[src/rtl/counter_pkg.sv]
// Shared types and width helpers for the prescaled start/done counter.
package counter_pkg;

    typedef enum logic [1:0] {
        IDLE   = 2'd0,
        RUN    = 2'd1,
        PAUSED = 2'd2
    } state_t;

    localparam logic MODE_ONESHOT = 1'b0;
    localparam logic MODE_RELOAD  = 1'b1;

    // Bits needed to hold 0..max_n (at least one bit).
    function automatic int ctr_size(input int max_n);
        int w;
        w = $clog2(max_n + 1);
        return (w < 1) ? 1 : w;
    endfunction

    // Bits needed to hold 0..max_presc (at least one bit).
    function automatic int presc_size(input int max_presc);
        int w;
        w = $clog2(max_presc + 1);
        return (w < 1) ? 1 : w;
    endfunction

endpackage

[src/rtl/tick_gen.sv]
// Prescaler: emits a one-cycle tick on every (presc_lat+1)-th enabled cycle.
// With presc_lat = 0 the tick is continuous while enable is high.
module tick_gen #(
    parameter int PRESC_SIZE = 1
) (
    input  logic                  sys_clk,
    input  logic                  rst,
    input  logic                  clear,
    input  logic                  enable,
    input  logic [PRESC_SIZE-1:0] presc_lat,
    output logic                  tick
);

    logic [PRESC_SIZE-1:0] presc_cnt_reg;

    assign tick = enable & (presc_cnt_reg == presc_lat);

    // Prescale counter: frozen while disabled, wraps to 0 on each tick.
    always_ff @(posedge sys_clk or posedge rst) begin
        if (rst) begin
            presc_cnt_reg <= '0;
        end else if (clear) begin
            presc_cnt_reg <= '0;
        end else if (tick) begin
            presc_cnt_reg <= '0;
        end else if (enable) begin
            presc_cnt_reg <= presc_cnt_reg + PRESC_SIZE'(1);
        end
    end

endmodule

[src/rtl/prescaled_counter.sv]
// Programmable event counter with prescaler, one-shot/auto-reload,
// pause/resume and abort. Counts ticks from 0 up to a latched target.
module prescaled_counter
    import counter_pkg::*;
#(
    parameter int  MAX_N      = 9,
    parameter int  MAX_PRESC  = 0,
    localparam int CTR_SIZE   = ctr_size(MAX_N),
    localparam int PRESC_SIZE = presc_size(MAX_PRESC)
) (
    input  logic                  sys_clk,
    input  logic                  rst,
    input  logic                  start,
    input  logic                  stop,
    input  logic                  pause,
    input  logic                  mode,
    input  logic [CTR_SIZE-1:0]   n_val,
    input  logic [PRESC_SIZE-1:0] presc_val,
    output logic [CTR_SIZE-1:0]   ctr_val,
    output logic                  busy,
    output logic                  done_sig
);

    localparam logic [CTR_SIZE-1:0]   N_LIMIT = CTR_SIZE'(MAX_N);
    localparam logic [PRESC_SIZE-1:0] P_LIMIT = PRESC_SIZE'(MAX_PRESC);

    state_t                state_reg, state_next;
    logic [CTR_SIZE-1:0]   ctr_reg, ctr_next, ctr_inc;
    logic [CTR_SIZE-1:0]   n_lat_reg;
    logic [PRESC_SIZE-1:0] presc_lat_reg;
    logic                  mode_lat_reg;
    logic                  done_reg, done_next;
    logic                  busy_reg;
    logic                  load, presc_clear, cnt_enable, tick;

    // stop beats start; a start in the same cycle as stop is dropped.
    assign load        = start & ~stop;
    assign presc_clear = stop | start | (state_reg == IDLE);
    // A zero target finishes without ticking, so the prescaler stays idle.
    assign cnt_enable  = (state_reg != IDLE) & ~stop & ~start & ~pause
                         & (n_lat_reg != '0);
    assign ctr_inc     = ctr_reg + CTR_SIZE'(1);

    tick_gen #(
        .PRESC_SIZE(PRESC_SIZE)
    ) u_tick_gen (
        .sys_clk  (sys_clk),
        .rst      (rst),
        .clear    (presc_clear),
        .enable   (cnt_enable),
        .presc_lat(presc_lat_reg),
        .tick     (tick)
    );

    // State register.
    always_ff @(posedge sys_clk or posedge rst) begin
        if (rst) begin
            state_reg <= IDLE;
        end else begin
            state_reg <= state_next;
        end
    end

    // Next state, next count and done pulse; priority stop > start > pause.
    always_comb begin
        state_next = state_reg;
        ctr_next   = ctr_reg;
        done_next  = 1'b0;
        if (stop) begin
            if (state_reg != IDLE) begin
                state_next = IDLE;
                ctr_next   = '0;
            end
        end else if (start) begin
            ctr_next   = '0;
            state_next = pause ? PAUSED : RUN;
        end else if (state_reg != IDLE) begin
            if (pause) begin
                state_next = PAUSED;
            end else begin
                state_next = RUN;
                if (n_lat_reg == '0) begin
                    done_next  = 1'b1;
                    state_next = IDLE;
                    ctr_next   = '0;
                end else if (tick) begin
                    if (ctr_reg == n_lat_reg) begin
                        // Only reachable in auto-reload: wrap after the target.
                        ctr_next = '0;
                    end else begin
                        ctr_next = ctr_inc;
                        if (ctr_inc == n_lat_reg) begin
                            done_next = 1'b1;
                            if (mode_lat_reg == MODE_ONESHOT) begin
                                state_next = IDLE;
                            end
                        end
                    end
                end
            end
        end
    end

    // Count, done pulse and busy flag, all registered.
    always_ff @(posedge sys_clk or posedge rst) begin
        if (rst) begin
            ctr_reg  <= '0;
            done_reg <= 1'b0;
            busy_reg <= 1'b0;
        end else begin
            ctr_reg  <= ctr_next;
            done_reg <= done_next;
            busy_reg <= (state_next != IDLE);
        end
    end

    // Latch the clamped target, prescale and mode on an accepted start.
    always_ff @(posedge sys_clk or posedge rst) begin
        if (rst) begin
            n_lat_reg     <= '0;
            presc_lat_reg <= '0;
            mode_lat_reg  <= MODE_ONESHOT;
        end else if (load) begin
            n_lat_reg     <= (32'(n_val) > MAX_N) ? N_LIMIT : n_val;
            presc_lat_reg <= (32'(presc_val) > MAX_PRESC) ? P_LIMIT : presc_val;
            mode_lat_reg  <= mode;
        end
    end

    assign ctr_val  = ctr_reg;
    assign busy     = busy_reg;
    assign done_sig = done_reg;

endmodule

[config.mk]
export PLATFORM = sky130hd
export DESIGN_NAME = prescaled_counter
export DESIGN_NICKNAME = d
export VERILOG_FILES = /design/src/rtl/counter_pkg.sv /design/src/rtl/tick_gen.sv /design/src/rtl/prescaled_counter.sv
export SDC_FILE = /design/constraint.sdc
export NUM_CORES = 1
export LEC_CHECK = 0
export CORE_MARGIN = 2
export CORE_UTILIZATION = 48
export CTS_CLUSTER_SIZE = 16
export DETAILED_ROUTE_END_ITERATION = 16
export PLACE_DENSITY = 0.76
export SETUP_SLACK_MARGIN = 0.1
export SYNTH_ARGS = -nofsm -noshare
export SYNTH_HDL_FRONTEND = slang
export SYNTH_SLANG_ARGS = --single-unit
[constraint.sdc]
create_clock -name sys_clk -period 2.5 [get_ports sys_clk]
set_input_delay 0.5 -clock sys_clk [delete_from_list [all_inputs] [get_ports sys_clk]]
set_output_delay 0.5 -clock sys_clk [all_outputs]
set_load 0.005 [all_outputs]
After elaboration in Yosys (flattened, before gate mapping)

Cells that the tools add are included.

Bits in registers: 15
Bits in latches: 0
Bits in writable memories: 0
Bits in read-only memories: 0
Input port bits: 11
Word-level logic and storage cells: 69
Memories: 0

$add $sub $neg: 2
$mul: 0
Div/mod/pow operators: 0
Magnitude comparators: 2
Equality and inequality tests: 5
Shift-type cells: 0
Mux-type cells: 32
Bitwise gates (word level): 11
Reduce and logical (&&, ||, !) cells: 9

Operators with widths:

| kind                  | count |
|---|---|
| $mux W4               | 9 |
| $mux W1               | 17 |
| $mux W2               | 6 |
| $eq A4 B4 Y1          | 2 |
| $reduce_bool A4 Y1    | 2 |
| $and A1 B1 Y1         | 6 |
| $reduce_bool A2 Y1    | 3 |
| $add A4 B1 Y4 const B | 1 |
| $gt A4 B4 Y1 const B  | 1 |
| $logic_not A4 Y1      | 1 |
| $reduce_and A4 Y1     | 1 |
| $ne A3 B3 Y1 const B  | 1 |
| $not A1 Y1            | 3 |
| $reduce_bool A3 Y1    | 1 |
| $logic_not A2 Y1      | 1 |
| $ne A2 B1 Y1 const B  | 1 |
| $or A1 B1 Y1          | 2 |
| $add A1 B1 Y1 const B | 1 |
| $eq A1 B1 Y1          | 1 |
| $gt A1 B1 Y1 const B  | 1 |

Logic depth before layout (Yosys ltp)

Depth in word-level cells: 13
Mapped depth: 6

Hierarchy

From an unflattened synthesis, not the netlist that was laid out.

Cells, all modules: 85
Area, all modules: 868.3 µm²

By module, submodules not included:

| module            | times used | cells each | area an instance (µm²) |
|---|---|---|---|
| prescaled_counter | 1          | 78         | 805.8 |
| tick_gen          | 1          | 7          | 62.6 |

Worst setup path after synthesis

Ideal clock, no wire load.

Kind: flip-flop to flip-flop
Start point: register n_lat_reg[1]
End point: register ctr_reg[3], in the netlist ctr_val[3]
Library setup time: 80 ps
Data arrival time: 1950 ps
Data required time: 2420 ps
Setup slack: 470 ps
Cell stages (with the launch flop): 6
Cells stage by stage: dfrtp_1 or4_4 a311oi_4 nor2_2 or4_4 o211ai_2

Word-level cells in the longest chain between the ends: 8
Elaborated cells between the ends (all ways): 14
Classes of those cells: eq/ne: 1; mux: 7; bitwise: 2; reduce/logical: 4

RTL lines:

| item                   | RTL line                 | source |
|---|---|---|
| from (decl)            | prescaled_counter.sv:29  | `logic [CTR_SIZE-1:0] n_lat_reg;` |
| from (signal assigned) | prescaled_counter.sv:124 | `n_lat_reg <= (32'(n_val) > MAX_N) ? N_LIMIT : n_val;` |
| $eq A4 B4 Y1           | prescaled_counter.sv:87  | `if (ctr_reg == n_lat_reg) begin` |
| $mux W4                | prescaled_counter.sv:87  |  |
| $mux W4                | prescaled_counter.sv:86  | `end else if (tick) begin` |
| $mux W4                | prescaled_counter.sv:82  | `if (n_lat_reg == '0) begin` |
| $mux W4                | prescaled_counter.sv:78  | `if (pause) begin` |
| $mux W4                | prescaled_counter.sv:77  | `end else if (state_reg != IDLE) begin` |
| $mux W4                | prescaled_counter.sv:74  | `end else if (start) begin` |
| $mux W4                | prescaled_counter.sv:69  | `if (stop) begin` |
| to (signal assigned)   | prescaled_counter.sv:111 | `ctr_reg <= ctr_next;` |
| to (decl)              | prescaled_counter.sv:28  | `logic [CTR_SIZE-1:0] ctr_reg, ctr_next, ctr_inc;` |

Parallel ways exist; a longest one is shown, timed or not. The select of a mux whose other input is x is not followed.
A chain may end at the register's enable or synchronous reset.

Worst setup path after layout

Start point: register n_lat_reg[0]
End point: register ctr_reg[3], in the netlist ctr_val[3]

The elaborated chain is that of the path after synthesis.

==> flow_metrics.tcl <==
set metrics [dict create \
    cts_hold_buf 0 \
    cts_buffers 3 \
    die_area_um2 1940 \
    row_count 14 \
    dp.cells 109 \
    whs_ns 0.528 \
    path_buf_inv 0 \
    powerDensity_nw_per_um2 524 \
    path_delay_family "simple AND/OR/NAND/NOR gates" \
    synthesis.nets 89 \
    ys.flop_type "dfrtp_1" \
    synth-seq-cells 14 \
    p_leak_nw 0.435 \
    synth_compound_area_share_pct 16.7 \
    ys_types 34 \
    fin_nets 110 \
    crit_slowest_cell "or4_4" \
    ir_drop_v 0.000245 \
    worstPathArrival_ns 2.29 \
    rsz0062_at_grt "no" \
    skew_ns 0.00672 \
    period_share_pct 83.5 \
    tightest_slew_ns 0.521 \
    drc 0 \
    power_w 0.000510 \
    synth_warnings 0 \
    grt_pass1_vias 647 \
    core-area_um2 1510 \
    htree_levels 1 \
    cts_sinks 14 \
    crit_required_ns 2.70 \
    setup_viol 0 \
    slew_violations 0 \
    syn_to_final_growth_pct 26.5 \
    diodes 0 \
    ios 17 \
    cts_tree "yes" \
    end_kind "flip-flop" \
    synth_top_area_cell "dfrtp_1" \
    gr-usage-all-layers_pct 19.9 \
    syn_avg_cell_area_um2 10.0 \
    setup-tns-final_ns 0 \
    drt_iter0_drc 14 \
    period_needed_ns 2.09 \
    cts_max_path_buffers 2 \
    synth_edf_count 0 \
    drv_cap 0 \
    path_clk_slew_ns 0.08 \
    grt_max_degree 15 \
    synth_adder_area_share_pct 1.62 \
    synth_xor_xnor_area_share_pct 7.95 \
    post-dp-hpwl_mm 1.24 \
    post_cts_buffers 0 \
    num_vias 638 \
    crit_type "flip-flop to flip-flop" \
    synth_top_family_by_area "simple AND/OR/NAND/NOR gates" \
    critPathMaxFanout 4 \
    status "completed" \
    slew_headroom_pct 65.2 \
    clkLatencyLatePin_ns 0.27 \
    final_core_util_pct 64.7 \
    clock_tree.root_cell "clkbuf_4" \
    first_pass_iters 4 \
    finalWeightedCongestion 0.801 \
    max_freq_mhz 479 \
    port_buffers 15 \
    synthesis.area_um2 771 \
    die_x_um 44.1 \
    routed_wl_mm 1.59 \
    ant_nets 0 \
    start_util_pct 51.2 \
    final_cell_mix "clkdlybuf4s50_1, dfrtp_1, nand2_1" \
    grt.overflow.total 0 \
    synthSimpleGateAreaFrac_pct 26.8 \
    grt_pass1_wl_mm 2.82 \
    cpPeakStageDelay_ns 0.58 \
    wl_per_cell_um 14.2 \
    via_per_inst 5.70 \
    synth.top_cell.area_share_pct 45.5 \
    final_common_cell "clkdlybuf4s50_1" \
    ys_seq_area_share_pct 45.5 \
    cts_resized 0 \
    drive_gt1_share_pct 13.5 \
    synthCells 77 \
    netlist_top_cells_area "dfrtp_1, nand2_1, xnor2_1" \
    critPathMostFrequentCell "or4_4" \
    grt_antenna_before_repair 0 \
    crit_path_cell_trace "or4_4 > a311oi_4 > nor2_2 > or4_4 > o211ai_2" \
    fin_cells 112 \
    synthMuxAreaShare_pct 0 \
    async_flop_share_pct 100 \
    die_y_um 44.1 \
    hold_class "flip-flop to flip-flop" \
    crit_path_start_kind "flip-flop" \
    hold_violations 0 \
]
[synth_stat cells (2+ instances only)]
cell type	n
nand2b_1	2
nor2_1	4
or4_4	2
xor2_1	3
inv_1	2
a21oi_1	2
xnor2_1	4
nand2_1	13
dfrtp_1	14
nor4bb_1	2
nor4_1	3
o21ai_0	4
[cell type report]
type	instances	area, um2
Tap cell	16	20.0
Inverter	2	7.51
Clock buffer	3	22.5
Sequential cell	14	350
Fill cell	130	532
Multi-Input combinational cell	60	409
Timing Repair Buffer	17	165
[power breakdown]
group          internal (W)  total (W)  switching [W]
clock             0.0000556   0.000122      0.0000666
sequential         0.000244   0.000263      0.0000192
combinational     0.0000664   0.000125      0.0000591
total              0.000366   0.000510       0.000145
[metal layers]
metal  part of all wire, %  GRT usage, %  vias to the layer above
met5                     0             0                        -
met4                  0.63          7.27                        0
met3                   6.0          4.49                        2
met2                    52          35.3                       19
met1                    41          23.5                      299
li1                      -             -                      318
[through the flow]
stage	setup WS, ns	area [um2]
2_1_floorplan	0.470	771
3_3_place_gp	0.162	952
3_5_place_dp	0.161	952
4_1_cts	0.417	975
5_1_grt	0.328	975
6_report	0.412	975
[path summary, 6_finish.rpt]
kind                                           from                        to  slack [ns]  cells after the start
min reg2reg                mode_lat_reg$_DFFE_PP0P_  mode_lat_reg$_DFFE_PP0P_        0.53                      2
min                        mode_lat_reg$_DFFE_PP0P_  mode_lat_reg$_DFFE_PP0P_        0.53                      2
max reg2reg                n_lat_reg[0]$_DFFE_PP0P_    ctr_val[3]$_DFFE_PP0P_        0.41                      5
min in group asynchronous                       rst    ctr_val[2]$_DFFE_PP0P_        0.56                      2
max in group asynchronous                       rst    state_reg[1]$_DFF_PP0_        1.59                      2
max                        n_lat_reg[0]$_DFFE_PP0P_    ctr_val[3]$_DFFE_PP0P_        0.41                      5
[cell families (layout without fill, tap and decap cells)]
kind of cell,count (synthesis),in the layout
and+or+nand+nor,36,36
adders and majority gates,1,1
buffers and inverters,3,22
DFF,14,14
xor gates and xnor gates,7,7
AOI/OAI and AO/OA,16,16
[worst register-to-register path: stages, from the launching register on]
cell and delay [ns]:
dfrtp_1 0.43, or4_4 0.58, a311oi_4 0.37, nor2_2 0.07
or4_4 0.51, o211ai_2 0.07
No activity file was read; power rests on OpenSTA's default activity.
